`src/rtl/alu_req_driver_if.sv`:
```
// rtl/alu_req_driver_if.sv - ALU type package and the shared alu_def interface
//
// alu_pkg : word_t (32-bit data word) and aluop_t (ALU operation encoding).
// alu_def : porta/portb/aluop into the combinational ALU,
//           out_port/negative/overflow/zero back out of it.
//   modport alu    : the ALU itself
//   modport alu_tb : a driver of the ALU (alu_req_driver)

package alu_pkg;
    typedef logic [31:0] word_t;

    typedef enum logic [3:0] {
        ALU_SLL  = 4'd0,
        ALU_SRL  = 4'd1,
        ALU_ADD  = 4'd2,
        ALU_SUB  = 4'd3,
        ALU_AND  = 4'd4,
        ALU_OR   = 4'd5,
        ALU_XOR  = 4'd6,
        ALU_NOR  = 4'd7,
        ALU_SLT  = 4'd8,
        ALU_SLTU = 4'd9
    } aluop_t;
endpackage

interface alu_def;
    import alu_pkg::*;

    word_t  porta;
    word_t  portb;
    aluop_t aluop;
    word_t  out_port;
    logic   negative;
    logic   overflow;
    logic   zero;

    modport alu    (input  porta, portb, aluop,
                    output out_port, negative, overflow, zero);
    modport alu_tb (output porta, portb, aluop,
                    input  out_port, negative, overflow, zero);
endinterface

```
`src/rtl/alu_req_driver.sv`:
```
// rtl/alu_req_driver.sv - queued request driver for the combinational ALU
//
// Requests enter a REQ_DEPTH-entry FIFO, move one at a time into an issue
// register that feeds the ALU, and the ALU result is captured into a response
// register returned in order with its tag.
//
// Ports:
//   CLK, nRST                     clock, asynchronous active-low reset
//   req_valid/req_ready           request handshake (ready from registered count only)
//   req_op/req_a/req_b/req_tag    request payload
//   req_chain                     (ALU_CHAIN_EN only) use previous result as A
//   aluif                         alu_def.alu_tb modport to the ALU
//   rsp_valid/rsp_ready           response handshake
//   rsp_result/rsp_neg/rsp_ovf/rsp_zero/rsp_tag   captured response
//   busy                          anything queued, issued or held
//   ovf_count                     saturating count of overflowing responses
//
// Optional build macro: ALU_CHAIN_EN (adds req_chain and the last_result register).

module alu_req_driver
    import alu_pkg::*;
#(
    parameter int REQ_DEPTH = 2,
    parameter int TAG_W     = 4,
    parameter int OVF_CNT_W = 8
) (
    input  logic                 CLK,
    input  logic                 nRST,
    input  logic                 req_valid,
    output logic                 req_ready,
    input  aluop_t               req_op,
    input  word_t                req_a,
    input  word_t                req_b,
    input  logic [TAG_W-1:0]     req_tag,
`ifdef ALU_CHAIN_EN
    input  logic                 req_chain,
`endif
    alu_def.alu_tb               aluif,
    output logic                 rsp_valid,
    input  logic                 rsp_ready,
    output word_t                rsp_result,
    output logic                 rsp_neg,
    output logic                 rsp_ovf,
    output logic                 rsp_zero,
    output logic [TAG_W-1:0]     rsp_tag,
    output logic                 busy,
    output logic [OVF_CNT_W-1:0] ovf_count
);

    localparam int PW = $clog2(REQ_DEPTH);

    typedef struct packed {
        aluop_t           op;
        word_t            a;
        word_t            b;
        logic [TAG_W-1:0] tag;
`ifdef ALU_CHAIN_EN
        logic             chain;
`endif
    } req_t;

    // The issue stage only needs to know whether it holds a request; the
    // EXEC/STALL distinction is the capture condition below.
    typedef enum logic {ISS_IDLE, ISS_FULL} iss_state_t;

    req_t                 fifo_mem [REQ_DEPTH];
    req_t                 req_in;
    logic [PW-1:0]        wr_ptr_q, wr_ptr_d;
    logic [PW-1:0]        rd_ptr_q, rd_ptr_d;
    logic [PW:0]          count_q, count_d;

    iss_state_t           iss_state_q;
    req_t                 iss_q;

    logic                 rsp_valid_q;
    word_t                rsp_result_q;
    logic                 rsp_neg_q, rsp_ovf_q, rsp_zero_q;
    logic [TAG_W-1:0]     rsp_tag_q;
    logic [OVF_CNT_W-1:0] ovf_count_q;
`ifdef ALU_CHAIN_EN
    word_t                last_result_q;
`endif

    logic push, pop, capture, fifo_empty;

    assign fifo_empty = (count_q == '0);
    assign req_ready  = (count_q != (PW+1)'(REQ_DEPTH));
    assign push       = req_valid && req_ready;
    // Capture whenever the response slot is free or being drained this edge.
    assign capture    = (iss_state_q == ISS_FULL) && (!rsp_valid_q || rsp_ready);
    // Refill the issue register when it is empty or emptying this edge.
    assign pop        = !fifo_empty && ((iss_state_q == ISS_IDLE) || capture);

    always_comb begin
        req_in     = '0;
        req_in.op  = req_op;
        req_in.a   = req_a;
        req_in.b   = req_b;
        req_in.tag = req_tag;
`ifdef ALU_CHAIN_EN
        req_in.chain = req_chain;
`endif
    end

    always_comb begin
        wr_ptr_d = wr_ptr_q;
        rd_ptr_d = rd_ptr_q;
        count_d  = count_q;
        if (push) wr_ptr_d = wr_ptr_q + PW'(1);
        if (pop)  rd_ptr_d = rd_ptr_q + PW'(1);
        case ({push, pop})
            2'b10:   count_d = count_q + (PW+1)'(1);
            2'b01:   count_d = count_q - (PW+1)'(1);
            default: count_d = count_q;
        endcase
    end

    // Payload storage needs no reset: validity lives in the pointers/count.
    always_ff @(posedge CLK) begin
        if (push) fifo_mem[wr_ptr_q] <= req_in;
    end

    // ALU inputs come from the issue register only, so they hold steady
    // through a stall regardless of what the request port does.
    always_comb begin
        aluif.porta = '0;
        aluif.portb = '0;
        aluif.aluop = ALU_ADD;
        if (iss_state_q == ISS_FULL) begin
`ifdef ALU_CHAIN_EN
            aluif.porta = iss_q.chain ? last_result_q : iss_q.a;
`else
            aluif.porta = iss_q.a;
`endif
            aluif.portb = iss_q.b;
            aluif.aluop = iss_q.op;
        end
    end

    always_ff @(posedge CLK or negedge nRST) begin
        if (!nRST) begin
            wr_ptr_q     <= '0;
            rd_ptr_q     <= '0;
            count_q      <= '0;
            iss_state_q  <= ISS_IDLE;
            iss_q        <= '0;
            rsp_valid_q  <= 1'b0;
            rsp_result_q <= '0;
            rsp_neg_q    <= 1'b0;
            rsp_ovf_q    <= 1'b0;
            rsp_zero_q   <= 1'b0;
            rsp_tag_q    <= '0;
            ovf_count_q  <= '0;
`ifdef ALU_CHAIN_EN
            last_result_q <= '0;
`endif
        end else begin
            wr_ptr_q <= wr_ptr_d;
            rd_ptr_q <= rd_ptr_d;
            count_q  <= count_d;

            if (rsp_valid_q && rsp_ready) rsp_valid_q <= 1'b0;

            case (iss_state_q)
                ISS_IDLE: begin
                    if (pop) begin
                        iss_q       <= fifo_mem[rd_ptr_q];
                        iss_state_q <= ISS_FULL;
                    end
                end
                ISS_FULL: begin
                    if (capture) begin
                        rsp_valid_q  <= 1'b1;
                        rsp_result_q <= aluif.out_port;
                        rsp_neg_q    <= aluif.negative;
                        rsp_ovf_q    <= aluif.overflow;
                        rsp_zero_q   <= aluif.zero;
                        rsp_tag_q    <= iss_q.tag;
`ifdef ALU_CHAIN_EN
                        last_result_q <= aluif.out_port;
`endif
                        if (aluif.overflow && (ovf_count_q != '1))
                            ovf_count_q <= ovf_count_q + OVF_CNT_W'(1);
                        if (pop) iss_q       <= fifo_mem[rd_ptr_q];
                        else     iss_state_q <= ISS_IDLE;
                    end
                end
                default: iss_state_q <= ISS_IDLE;
            endcase
        end
    end

    assign rsp_valid  = rsp_valid_q;
    assign rsp_result = rsp_result_q;
    assign rsp_neg    = rsp_neg_q;
    assign rsp_ovf    = rsp_ovf_q;
    assign rsp_zero   = rsp_zero_q;
    assign rsp_tag    = rsp_tag_q;
    assign ovf_count  = ovf_count_q;
    assign busy       = !fifo_empty || (iss_state_q == ISS_FULL) || rsp_valid_q;

endmodule

```
`src/flat_wrapper.sv`:
```
// flat-port wrapper written by rule: the top's interface ports become plain ports
module alu_req_driver_flat import alu_pkg::*;
#(
    parameter int REQ_DEPTH = 2,
    parameter int TAG_W     = 4,
    parameter int OVF_CNT_W = 8
)
  (CLK, nRST, req_valid, req_ready, req_op, req_a, req_b, req_tag, rsp_valid, rsp_ready, rsp_result, rsp_neg, rsp_ovf, rsp_zero, rsp_tag, busy, ovf_count, aluif_porta, aluif_portb, aluif_aluop, aluif_out_port, aluif_negative, aluif_overflow, aluif_zero);
  alu_def aluif_i ();
  input  logic CLK;
  input  logic nRST;
  input  logic req_valid;
  output logic req_ready;
  input  aluop_t req_op;
  input  word_t req_a;
  input  word_t req_b;
  input  logic [TAG_W-1:0] req_tag;
  output logic rsp_valid;
  input  logic rsp_ready;
  output word_t rsp_result;
  output logic rsp_neg;
  output logic rsp_ovf;
  output logic rsp_zero;
  output logic [TAG_W-1:0] rsp_tag;
  output logic busy;
  output logic [OVF_CNT_W-1:0] ovf_count;
  output wire logic [$bits(aluif_i.porta)-1:0] aluif_porta;
  output wire logic [$bits(aluif_i.portb)-1:0] aluif_portb;
  output wire logic [$bits(aluif_i.aluop)-1:0] aluif_aluop;
  input wire logic [$bits(aluif_i.out_port)-1:0] aluif_out_port;
  input wire logic [$bits(aluif_i.negative)-1:0] aluif_negative;
  input wire logic [$bits(aluif_i.overflow)-1:0] aluif_overflow;
  input wire logic [$bits(aluif_i.zero)-1:0] aluif_zero;
  assign aluif_porta = aluif_i.porta;
  assign aluif_portb = aluif_i.portb;
  assign aluif_aluop = aluif_i.aluop;
  assign aluif_i.out_port = aluif_out_port;
  assign aluif_i.negative = aluif_negative;
  assign aluif_i.overflow = aluif_overflow;
  assign aluif_i.zero = aluif_zero;
  alu_req_driver #(.REQ_DEPTH(REQ_DEPTH), .TAG_W(TAG_W), .OVF_CNT_W(OVF_CNT_W)) u_core (.CLK(CLK), .nRST(nRST), .req_valid(req_valid), .req_ready(req_ready), .req_op(req_op), .req_a(req_a), .req_b(req_b), .req_tag(req_tag), .aluif(aluif_i), .rsp_valid(rsp_valid), .rsp_ready(rsp_ready), .rsp_result(rsp_result), .rsp_neg(rsp_neg), .rsp_ovf(rsp_ovf), .rsp_zero(rsp_zero), .rsp_tag(rsp_tag), .busy(busy), .ovf_count(ovf_count));
endmodule
```
`config.mk`:
```
export PLATFORM = sky130hd
export DESIGN_NAME = alu_req_driver_flat
export DESIGN_NICKNAME = d
export VERILOG_FILES = /design/src/rtl/alu_req_driver_if.sv /design/src/rtl/alu_req_driver.sv /design/src/flat_wrapper.sv
export SDC_FILE = /design/constraint.sdc
export NUM_CORES = 1
export LEC_CHECK = 0
export BUFFER_PORTS_ARGS = -buffer_cell sky130_fd_sc_hd__buf_2
export CAP_MARGIN = 20
export CORE_MARGIN = 10
export CORE_UTILIZATION = 35
export DETAILED_ROUTE_END_ITERATION = 10
export SLEW_MARGIN = 20
export SYNTH_ARGS = -nofsm -noshare
export SYNTH_HDL_FRONTEND = slang
export SYNTH_SLANG_ARGS = --single-unit
```
`constraint.sdc`:
```
create_clock -name CLK -period 4.96 [get_ports CLK]
set_clock_uncertainty 0.15 [all_clocks]
set_input_delay 0.248 -clock CLK [delete_from_list [all_inputs] [get_ports CLK]]
set_output_delay 0.248 -clock CLK [all_outputs]
set_load 0.03 [all_outputs]
```
**Word level (Yosys, flattened, before mapping)**

Memory sizes are Yosys's and may differ from the RTL's.
Index checks and enable logic that the tools add are counted.

- Add/sub/neg operators: 5
- Equal/unequal tests: 5
- Mux-type cells: 15
- Bitwise logic cells: 1
- Reduce and logical (&&, ||, !) cells: 15

Operators with widths:

| cell | count |
|---|---|
| $mux W72 | 2 |
| $pmux W72 S2 | 1 |
| $mux W32 | 2 |
| $add A8 B1 Y8 const B | 1 |
| $ne A8 B8 Y1 const B | 1 |
| $mux W1 | 7 |
| $logic_and A1 B1 Y1 | 5 |
| $logic_or A1 B1 Y1 | 4 |
| $mux W4 | 1 |
| $ne A2 B2 Y1 const B | 2 |
| $pmux W2 S2 | 1 |
| $reduce_and A3 Y1 | 1 |
| $add A1 B1 Y1 const B | 2 |
| $add A2 B1 Y2 const B | 1 |
| $eq A2 B1 Y1 const B | 1 |
| $eq A2 B2 Y1 const B | 1 |
| $logic_not A1 Y1 | 2 |
| $logic_not A2 Y1 | 1 |
| $pmux W1 S2 | 1 |
| $reduce_and A2 Y1 | 1 |
| $reduce_bool A2 Y1 | 1 |
| $sub A2 B1 Y2 const B | 1 |
| $not A1 Y1 | 1 |

- Flip-flop bits (word level): 125
- RAM bits: 144
- Input bits: 111
- Logic and storage cells: 57
- Memories kept: 1

Memories:

| name | depth | width | rd ports | clocked after Yosys merged registers in | write ports | line | text |
|---|---|---|---|---|---|---|---|
| u_core.fifo_mem | 2 | 72 | 1 | 0 | 1 | alu_req_driver.sv:66 | `req_t fifo_mem [REQ_DEPTH];` |

**Logic depth before layout (Yosys ltp)**

Gate-level depths: netlist of run 1.

- Depth after elaboration: 8
- Gate-level depth with buffers: 9
- Gate-level depth less buffers: 6

**Worst setup path after synthesis of run 1**

No wires, ideal clock.

- Path type: reg-to-reg
- From: reg u_core.count_q[0]
- To: mem u_core.fifo_mem[0][0] (netlist bit) (enable)
- Library setup time: 0.503 ns
- Data arrival time: 3.931 ns
- Path slack: 0.376 ns
- Cell stages (with the launch flop): 4
- Buffers on the path: 0
- Period minus slack after synthesis: 4.584 ns
- Cells stage by stage: dfrtp_1 > nand2b_1 > nand2_1 > nor2_1

- Cells in the longest elaborated chain, start to end: 4

RTL lines:

| what | line | text |
|---|---|---|
| start, declared | alu_req_driver.sv:70 | `logic [PW:0] count_q, count_d;` |
| start signal, assigned | alu_req_driver.sv:160 | `count_q <= count_d;` |
| $ne A2 B2 Y1 | alu_req_driver.sv:87 | `assign req_ready = (count_q != (PW+1)'(REQ_DEPTH));` |
| named net req_ready | flat_wrapper.sv:13 | `output logic req_ready;` |
| $logic_and A1 B1 Y1 | alu_req_driver.sv:88 | `assign push = req_valid && req_ready;` |
| $mux W1 | alu_req_driver.sv:120 | `if (push) fifo_mem[wr_ptr_q] <= req_in;` |
| $mux W1 (not written as such) | alu_req_driver.sv:120 |  |
| end, declared | alu_req_driver.sv:66 |  |

The timed path passes the listed nets, and every way through them passes these cells.

**Worst setup path in the final report of run 1**

- From: reg u_core.iss_state_q
- To: reg u_core.iss_q[15] (netlist bit)

- Cells in the longest elaborated chain, start to end: 6
- Elaborated cells between the ends (all ways): 8

RTL lines:

| what | line | text |
|---|---|---|
| start, declared | alu_req_driver.sv:72 | `iss_state_t iss_state_q;` |
| start signal, assigned | alu_req_driver.sv:145 | `iss_state_q <= ISS_IDLE;` |
| start signal, assigned | alu_req_driver.sv:168 | `iss_state_q <= ISS_FULL;` |
| start signal, assigned | alu_req_driver.sv:185 | `else iss_state_q <= ISS_IDLE;` |
| $logic_and A1 B1 Y1 / $not A1 Y1 (equally long branches) | alu_req_driver.sv:90, alu_req_driver.sv:92, alu_req_driver.sv:164 |  |
| $logic_or A1 B1 Y1 | alu_req_driver.sv:92 | `assign pop = !fifo_empty && ((iss_state_q == ISS_IDLE) \|\| capture);` |
| $logic_and A1 B1 Y1 | alu_req_driver.sv:92 |  |
| $mux W72 (2 in a row) | - |  |
| $pmux W72 S2 | alu_req_driver.sv:164 | `case (iss_state_q)` |
| end signal, assigned | alu_req_driver.sv:167 | `iss_q <= fifo_mem[rd_ptr_q];` |
| end signal, assigned | alu_req_driver.sv:184 | `if (pop) iss_q <= fifo_mem[rd_ptr_q];` |
| end, declared | alu_req_driver.sv:73 | `req_t iss_q;` |

Several ways; a longest one is shown, not always the timed one. The select of a mux whose other input is x is not followed.
A chain may end at the register's enable or synchronous reset.

==> results of run 1 <==
## final timing paths
kind	from	to	slack, ns	depth (start not counted)
setup / recovery	u_core.iss_state_q	u_core.iss_q[15]	1.92	6
hold / removal	nRST	u_core.rsp_zero	0.21	2
setup reg to reg	u_core.iss_state_q	u_core.iss_q[15]	1.92	6
hold reg to reg	u_core.rsp_ovf	u_core.rsp_ovf	0.32	2
max in group asynchronous	nRST	u_core.iss_state_q	3.34	3
min in group CLK	req_b[28]	u_core.fifo_mem[1][32]	0.28	2
## stage by stage
step                utilization (%)  setup WS, ns  cell area [sq um]
detailed placement             40.4          1.88              11900
global placement               40.3          1.91              11900
finish                         47.6          1.92              14100
global route                   47.6          1.61              14100
CTS                            47.5          1.83              14000
floorplan                         -         0.376              10500
## cells by family after synthesis
kind of cell | count (synthesis) | share of synthesized area [%]
flip-flops | 269 | 71.1
buffers and inverters | 39 | 2.77
AO/OA/AOI/OAI | 76 | 5.80
AND/OR/NAND/NOR | 168 | 8.01
XOR/XNOR | 10 | 0.835
multiplexers | 113 | 11.3
adder cells (fa/ha/maj) | 2 | 0.239
## metal layers
layer	GRT usage, %	share of wire (%)	up-vias
met1	15.6	43	2997
li1	-	-	3089
met4	2.46	1.6	0
met3	4.08	8.8	28
met5	0	0	-
met2	20.8	47	200
## power by group
| part | switching (mW) | internal, mW | leakage (nW) |
|---|---|---|---|
| Combinational | 2.57 | 1.38 | 2.55 |
| Clock | 0.844 | 1.34 | 0.479 |
| Sequential | 0.418 | 3.18 | 2.76 |
## layout make-up
type	count	area (sq um)	share of cell area, %
repair buffers	348	2360	16.8
clock buffers	42	847	6.02
multi-input cells	369	2760	19.6
inverters	3	11.3	0.0800
flip-flops and latches	269	7460	53.0
well taps	390	488	3.47
clock inverters	14	144	1.02
diodes	1	2.50	0.0178
## sequential cells by signal (all words and copies together) (netlist names)
register            flops
u_core.ovf_count        8
u_core.rsp_ovf          1
u_core.iss_q           72
u_core.rsp_zero         1
u_core.rsp_result      32
u_core.rsp_tag          4
u_core.rd_ptr_q         1
u_core.count_q          2
u_core.wr_ptr_q         1
u_core.rsp_valid        1
u_core.rsp_neg          1
u_core.fifo_mem       144
u_core.iss_state_q      1
## cells in the mapped netlist, drive strengths merged
cell type / count
edfxtp: 144
dfrtp: 125
nor2: 78
a21oi: 73
mux2i: 73
and2: 67
mux2: 40
buf: 29
nand2: 8
clkbuf: 7
xnor2: 5
xor2: 5
nand3: 4
inv: 3
nand2b: 3
nand4: 3
nor3: 3
ha: 2
and3: 1
nor4: 1
o2111ai: 1
o21ai: 1
o22a: 1
## timing repair
| action | CTS | global route |
|---|---|---|
| gates resized for setup | 0 | 0 |
| hold buffers | 111 | 0 |
| hold endpoints to repair | 272 | 0 |
==> metrics.md, run 1 <==
| Metric | Value |
|---|---|
| Status | finished clean |
| Post-route ant nets | 0 |
| Hold/Removal Path Class | input pin to asynchronous set/reset pin |
| Post-synth cell types | 29 |
| CP Buf/Inv Count | 3 |
| Final worst path period share | 61.2% |
| Area grow syn2layout | 34.2% |
| Vias in the first global route | 6,926 |
| Final HPWL DP | 15,200 um |
| WP data arrival | 3.35 ns |
| # H-tree levels | 1 |
| Sum Neg Setup Slack | 0 ns |
| Slew @ Worst Pin | 1.06 ns |
| Sequential element share of the synthesized area | 71.1% |
| Most frequent cells in the layout | buf_2 (227), edfxtp_1 (144), dfrtp_1 (123) |
| Fin nets | 1,134 |
| Final GP Congestion | 0.761 |
| DRC errors left | 0 |
| Synth area leaders | edfxtp_1 (41%), dfrtp_1 (30%), mux2i_1 (7.0%), a21oi_2 (4.8%), mux2_2 (4.3%) |
| CP dominant cell by count | buf_4 |
| DR vias | 6,314 |
| Drt initial violations | 226 |
| Hold_ws | 0.208 ns |
| Final hold violations | 0 |
| Mean Syn Cell Area | 15.5 sq um |
| Fin cells | 1,436 |
| Max_cap viols | 0 |
| Crit path required time | 5.28 ns |
| Routed WL | 23,800 um |
| Die Span Y | 193 um |
| Top delay family on crit path | buffers and inverters |
| Peak fanout along the critical path | 83 |
| Clk slew on worst S/H paths | 0.06 ns |
| Wire per inst | 16.5 um |
| Crit path cell chain | buf_4, inv_2, o22a_4, buf_4, nor2_1, a21oi_2 |
| Peak VDD IR | 0.452 mV |
| DIE WIDTH | 193 um |
| F_max | 329 MHz |
| Core region area | 29,600 sq um |
| IO Pins | 229 |
| Critical path type | flop to flop |
| Initial antenna violation count | 1 |
| Synth Instances | 677 |
| Layout cells sized above 1 | 36.9% |
| Vias per std cell | 4.40 |
| Worst relative slew slack | 29.2% |
| Clock root cell | clkbuf_16 |
| Max incr delay on CP | 0.79 ns |
| IO Port Bufs | 228 |
| Largest net degree at the start of global routing | 88 |
| Static leakage | 5.78 nW |
| Endpoint class of the critical path | flop |
| Placed cell count | 1,267 |
| Top-area cell type share of the netlist area | 41.2% |
| TritonCTS clock tree | built |
| Filler Cell Count | 2,630 |
| Clock Latency Late Sink | 0.54 ns |
| First-pass GRT wire length | 37,500 um |
| Final setup fails | 0 |
| Most common cell after layout, fill and taps aside | buf_2 |
| Post-synthesis register bit count | 269 |
| Power Total | 9.73 mW |
| Final max-slew violation count | 0 |
| Rows | 63 |
| Pwr/cell area | 692 nW/um^2 |
| Total setup buffers inserted after CTS | 0 |
| Mapped Nets | 790 |
| Die Footprint | 37,300 sq um |
| Mapped Area | 10,500 sq um |
| CTS sink count | 269 |
| CTS Buf Count | 30 |
| GRT overflow | 0 |
| RSZ-0062 raised after global routing | false |
| Global-route usage over all layers | 12.5% |
| Bufs on Longest Clock Path | 3 |
| Initial Utilization | 35.5% |
| Pre-Repair DR Iteration Count | 4 |
| Area leader, netlist | edfxtp_1 |
| Crit-path slowest cell | o22a_4 |
| Startpoint Class | flop |
| Tmin final | 3.04 ns |
| Synth warnings | 0 |
(Power assumes the default switching activity.)
==> run 2, diff against run 1 <==
Settings changed: ABC_AREA set to 1.
Clock period 4.96 ns to 2.6 ns, I/O delays scaled along.
==> run 2 against run 1 <==
Non-clock buffer count rose by 7. Hold slack got worse by 0.069 ns. Via count rose by 23%. Synthesized cell count rose by 40%. Register-to-register slack got worse by 1.2 ns. Flip-flop and latch count did not move. Sequential share of layout area fell by 0.89 points. Routed wire length rose by 16%. Highest routed layer unchanged.
==> metrics.md, run 2 <==
| Metric | Value |
|---|---|
| Vias per std cell | 4.56 |
| Count leader, synth | nand2_1 |
| Final setup fails | 0 |
| Clock root cell | clkbuf_16 |
| Tmin final | 2.16 ns |
| Global-route usage over all layers | 14.5% |
| Post-route ant nets | 0 |
| Sequential element share of the synthesized area | 70.0% |
| Layout cells sized above 1 | 25.2% |
| Largest net degree at the start of global routing | 74 |
| Max incr delay on CP | 0.44 ns |
| Mean Syn Cell Area | 11.2 sq um |
| Post-route design area | 14,300 sq um |
| F_max | 464 MHz |
| Peak VDD IR | 0.776 mV |
| PnR worst setup slack | 0.443 ns |
| Bufs on Longest Clock Path | 3 |
| GRT overflow | 0 |
| Max_cap viols | 0 |
| Post_cts resized | 0 |
| Hold/Removal Path Class | input pin to flop |
| # H-tree levels | 1 |
| Synth cell count leaders | nand2_1 (375), edfxtp_1 (144), dfrtp_1 (125), inv_1 (81), o211ai_1 (53) |
| Sum Neg Setup Slack | 0 ns |
| Die Footprint | 37,800 sq um |
| Routed WL | 27,600 um |
| Pwr/cell area | 1310 nW/um^2 |
| Fraction of registers with async set/reset | 46.5% |
| Die Span Y | 194 um |
| Initial antenna violation count | 2 |
| Post-synth cell types | 28 |
| Mapped Area | 10,600 sq um |
| Clk slew on worst S/H paths | 0.06 ns |
| Wire per inst | 16.2 um |
| Worst relative slew slack | 42.5% |
| Final hold violations | 0 |
| Slew @ Worst Pin | 0.862 ns |
| RSZ-0062 raised after global routing | false |
| Final core utilization | 48.1% |
| CTS sink count | 269 |
| First-pass GRT wire length | 45,700 um |
| Initial Utilization | 35.7% |
| Pre-Repair DR Iteration Count | 5 |
| Drt initial violations | 390 |
| Area leader, netlist | edfxtp_1 |
| Hold path cells | 2 |
| Static leakage | 6.75 nW |
| IO Pins | 229 |
| Status | finished clean |
| Crit-path slowest cell | dfrtp_4 |
| Fin cells | 1,704 |
| Mapped Nets | 1,062 |
| Critical path type | flop to primary output |
| Core region area | 29,800 sq um |
| Peak fanout along the critical path | 40 |
| Top reg by flops | u_core.fifo_mem |
| TritonCTS clock tree | built |
| Crit path cell chain | buf_4, nand2_1, inv_1, buf_2 |
| Worst Hold End | u_core.fifo_mem[0][38] |
| Placed cell area | 12,300 sq um |
| Synth Instances | 949 |
| DIE WIDTH | 194 um |
| Pre-CTS setup slack | 0.727 ns |
| Filler Cell Count | 2,681 |
| WP data arrival | 1.88 ns |
| Endpoint class of the critical path | primary output |
| Most frequent cells in the layout | nand2_1 (375), buf_2 (227), edfxtp_1 (144) |
| Final GP Congestion | 0.774 |
| IO Port Bufs | 228 |
| Most common cell after layout, fill and taps aside | nand2_1 |
| Reg2reg path depth | 7 |
| Fin nets | 1,403 |
| Startpoint Class | flop |
| Synth area leaders | edfxtp_1 (41%), dfrtp_1 (29%), nand2_1 (13%), o211ai_1 (3.7%), inv_1 (2.9%) |
| DRC errors left | 0 |
| Area grow syn2layout | 34.4% |
| R2R setup slack | 0.73 ns |
| Final worst path period share | 82.9% |
| Top FF cell, synth | edfxtp_1 |
| Clock Latency Late Sink | 0.56 ns |
| Hold_sp | req_a[2] |
| Placed cell count | 1,537 |
| DR vias | 7,777 |
| FF-to-FF Start | u_core.iss_state_q |
| Top-area cell type share of the netlist area | 40.6% |
| Reg2reg end | u_core.count_q[1] |
| Hold_ws | 0.139 ns |
| Final HPWL DP | 16,700 um |
| Final max-slew violation count | 0 |
| Area occupied by multi-input gates | 2660 sq um |
| Synth warnings | 0 |
| Post-synthesis register bit count | 269 |
| Power Total | 18.7 mW |
| Crit path required time | 2.32 ns |
| Max FFs per register | 144 |
| Register area | 7460 sq um |
| Number of flops mapped to enable cells by yosys | 144 |
| Rows | 63 |
| Vias in the first global route | 8,394 |
| CTS Buf Count | 29 |
run 2: cells by family after synthesis:
kind of cell,synth area share (%)
AOI/OAI and AO/OA,6.04
xor gates and xnor gates,0.493
adders and majority gates,0.235
buffers and inverters,5.19
DFF,70.0
and+or+nand+nor,18.1
run 2: critical path, delay by kind of cell (launching register included):
family	cells	cell delay, ns
simple gates	1	0.17
buf+inv	3	0.69
flops	1	0.44
run 2: worst max-delay path by stage:
stage	to	startpoint	slack [ns]
after floorplan	u_core.fifo_mem[1][0]	u_core.count_q[0]	-0.74
after global placement	u_core.count_q[1]	u_core.iss_state_q	0.71
after detailed placement	u_core.count_q[1]	u_core.iss_state_q	0.73
after CTS	aluif_portb[30]	u_core.iss_state_q	0.39
after global routing	aluif_portb[30]	u_core.iss_state_q	0.31
final	aluif_portb[30]	u_core.iss_state_q	0.44
run 2: what timing repair did:
item                                    CTS  global route
setup buffers                             0             0
endpoints found under the hold margin   315             0
hold buffers                            112             0
endpoints found under the setup margin    0             0
run 2: area by class of cell:
class                           instances  area share [%]
Tap cell                              390            3.41
Timing Repair Buffer                  355            17.2
Multi-Input combinational cell        550            18.6
Clock buffer                           46            6.07
Antenna cell                            2          0.0350
Sequential cell                       269            52.1
Clock inverter                          7           0.376
Inverter                               85            2.25
run 2: layer usage:
| layer | routed length (um) | track usage [%] |
|---|---|---|
| met1 | 11800 | 17.8 |
| met2 | 13400 | 25.1 |
| met3 | 1750 | 3.39 |
| met4 | 610 | 3.29 |
| met5 | 0 | 0 |
run 2: power breakdown:
group	total, mW	switching, mW	internal, mW
combinational	8.02	5.69	2.32
clock	3.93	1.64	2.29
sequential	6.74	0.633	6.11
total	18.7	7.97	10.7
==> run 3, diff against run 2 <==
Settings changed: ABC_AREA 1 to 0.
Clock period 2.6 ns to 1.95 ns, I/O delays scaled along.
==> run 3 against run 2 <==
Flip-flop and latch count unchanged. First-iteration DRC count decreased by 36%. Non-clock buffer count increased by 4. Routed wire length decreased by 9.2%. Combinational power increased by 33%. Cell area about the same. Die area decreased by 1.4%. Critical path type unchanged. Critical endpoint is now aluif_portb[16].
==> metrics.md, run 3 (synthesis results as in run 1) <==
| Metric | Value |
|---|---|
| Startpoint Class | flop |
| Top delay family on crit path | buffers and inverters |
| Vias per std cell | 4.48 |
| Max FFs per register | 144 |
| Tmin final | 1.84 ns |
| Peak VDD IR | 0.907 mV |
| Critical path type | flop to primary output |
| # H-tree levels | 1 |
| Vias in the first global route | 6,895 |
| Final GP Congestion | 0.808 |
| Most frequent cells in the layout | buf_2 (227), edfxtp_1 (144), dfrtp_1 (122) |
| Initial antenna violation count | 1 |
| Clock Latency Late Sink | 0.54 ns |
| Filler Cell Count | 2,547 |
| Power Total | 25.1 mW |
| M1 GR Usage | 17.4% |
| First-pass GRT wire length | 38,800 um |
| Wire per inst | 17.3 um |
| Clock root cell | clkbuf_16 |
| GRT overflow | 0 |
| Initial Utilization | 35.5% |
| Clk slew on worst S/H paths | 0.06 ns |
| Most crowded layer after global routing | met2 |
| Final setup fails | 0 |
| IO Pins | 229 |
| TritonCTS clock tree | built |
| Crit path required time | 1.70 ns |
| Peak fanout along the critical path | 17 |
| Max incr delay on CP | 0.43 ns |
| Status | finished clean |
| Worst relative slew slack | 71.2% |
| DR vias | 6,485 |
| Hold path cells | 2 |
| Fin nets | 1,145 |
| Hold_ws | 0.131 ns |
| RSZ-0062 raised after global routing | false |
| Final worst path period share | 94.6% |
| WP data arrival | 1.60 ns |
| Final hold violations | 0 |
| Final HPWL DP | 16,400 um |
| DRC errors left | 0 |
| Endpoint class of the critical path | primary output |
| Global-route usage over all layers | 13.1% |
| Area grow syn2layout | 36.5% |
| Core region area | 29,600 sq um |
| F_max | 542 MHz |
| DIE WIDTH | 193 um |
| Slew @ Worst Pin | 0.432 ns |
| WP depth | 3 |
| Crit-path slowest cell | dfrtp_2 |
| CTS sink count | 269 |
| Drt initial violations | 251 |
| CTS Buf Count | 30 |
| Post-route ant nets | 0 |
| CP startpoint | u_core.iss_state_q |
| Crit path cell chain | buf_4, and2_1, buf_2 |
| Routed WL | 25,100 um |
| Pwr/cell area | 1750 nW/um^2 |
| Most common cell after layout, fill and taps aside | buf_2 |
| Die Span Y | 193 um |
| Top reg by flops | u_core.fifo_mem |
| Hold/Removal Path Class | input pin to flop |
| Met3 Usage GRT | 3.58% |
| Rows | 63 |
| Bufs on Longest Clock Path | 3 |
| Reg2reg path depth | 4 |
| IO Port Bufs | 228 |
| Largest net degree at the start of global routing | 81 |
| Layout cells sized above 1 | 37.8% |
| Max_cap viols | 0 |
| CP Buf/Inv Count | 2 |
| Hold_sp | req_b[31] |
| Static leakage | 5.88 nW |
| GR Layer Usage met2 | 21.0% |
| Final max-slew violation count | 0 |
| FF-to-FF Start | u_core.ovf_count[0] |
| Die Footprint | 37,300 sq um |
| Pre-Repair DR Iteration Count | 4 |
## run 3: layout make-up
cell class / instances / area, sq um / area share, %
clock inverters: 15 / 138 / 0.962
diodes: 1 / 2.50 / 0.0175
multi-input cells: 369 / 2780 / 19.4
inverters: 3 / 11.3 / 0.0787
well taps: 390 / 488 / 3.41
flip-flops and latches: 269 / 7460 / 52.1
clock buffers: 41 / 833 / 5.82
repair buffers: 359 / 2600 / 18.2
## run 3: worst paths after layout
| kind | to | slack [ns] |
|---|---|---|
| max | aluif_portb[16] | 0.11 |
| min in group asynchronous | u_core.iss_q[14] | 0.53 |
| min reg2reg | u_core.rsp_ovf | 0.34 |
| max reg2reg | u_core.ovf_count[1] | 0.19 |
| max in group asynchronous | u_core.iss_q[5] | 0.82 |
| min | u_core.fifo_mem[1][35] | 0.13 |
## run 3: timing repair
action,CTS,global route
hold buffers,113,0
endpoints found under the setup margin,35,0
endpoints found under the hold margin,348,0
setup buffers,1,0
gates resized for setup,4,0
## run 3: per-stage QoR
step                setup TNS [ns]  cells  area [sq um]  util [%]  worst slack (ns)
finish                           0   1447         14300      48.4             0.105
global route                     0   1447         14300      48.4           0.00521
CTS                              0   1446         14300      48.4            0.0602
detailed placement               0   1276         12200      41.2             0.197
global placement                 0   1276         12200      41.2             0.283
floorplan                   -45.48    677         10500         -            -0.400
## run 3: metal layers
metal / vias up / part of all wire [%]
met1: 3110 / 45
met3: 39 / 7.9
met4: 0 / 1.9
li1: 3126 / -
met5: - / 0
met2: 210 / 45
## run 3: power breakdown
group / total [mW] / switching (mW) / internal, mW
Combinational: 10.7 / 6.89 / 3.83
Clock: 5.45 / 2.20 / 3.25
Sequential: 8.95 / 0.857 / 8.09
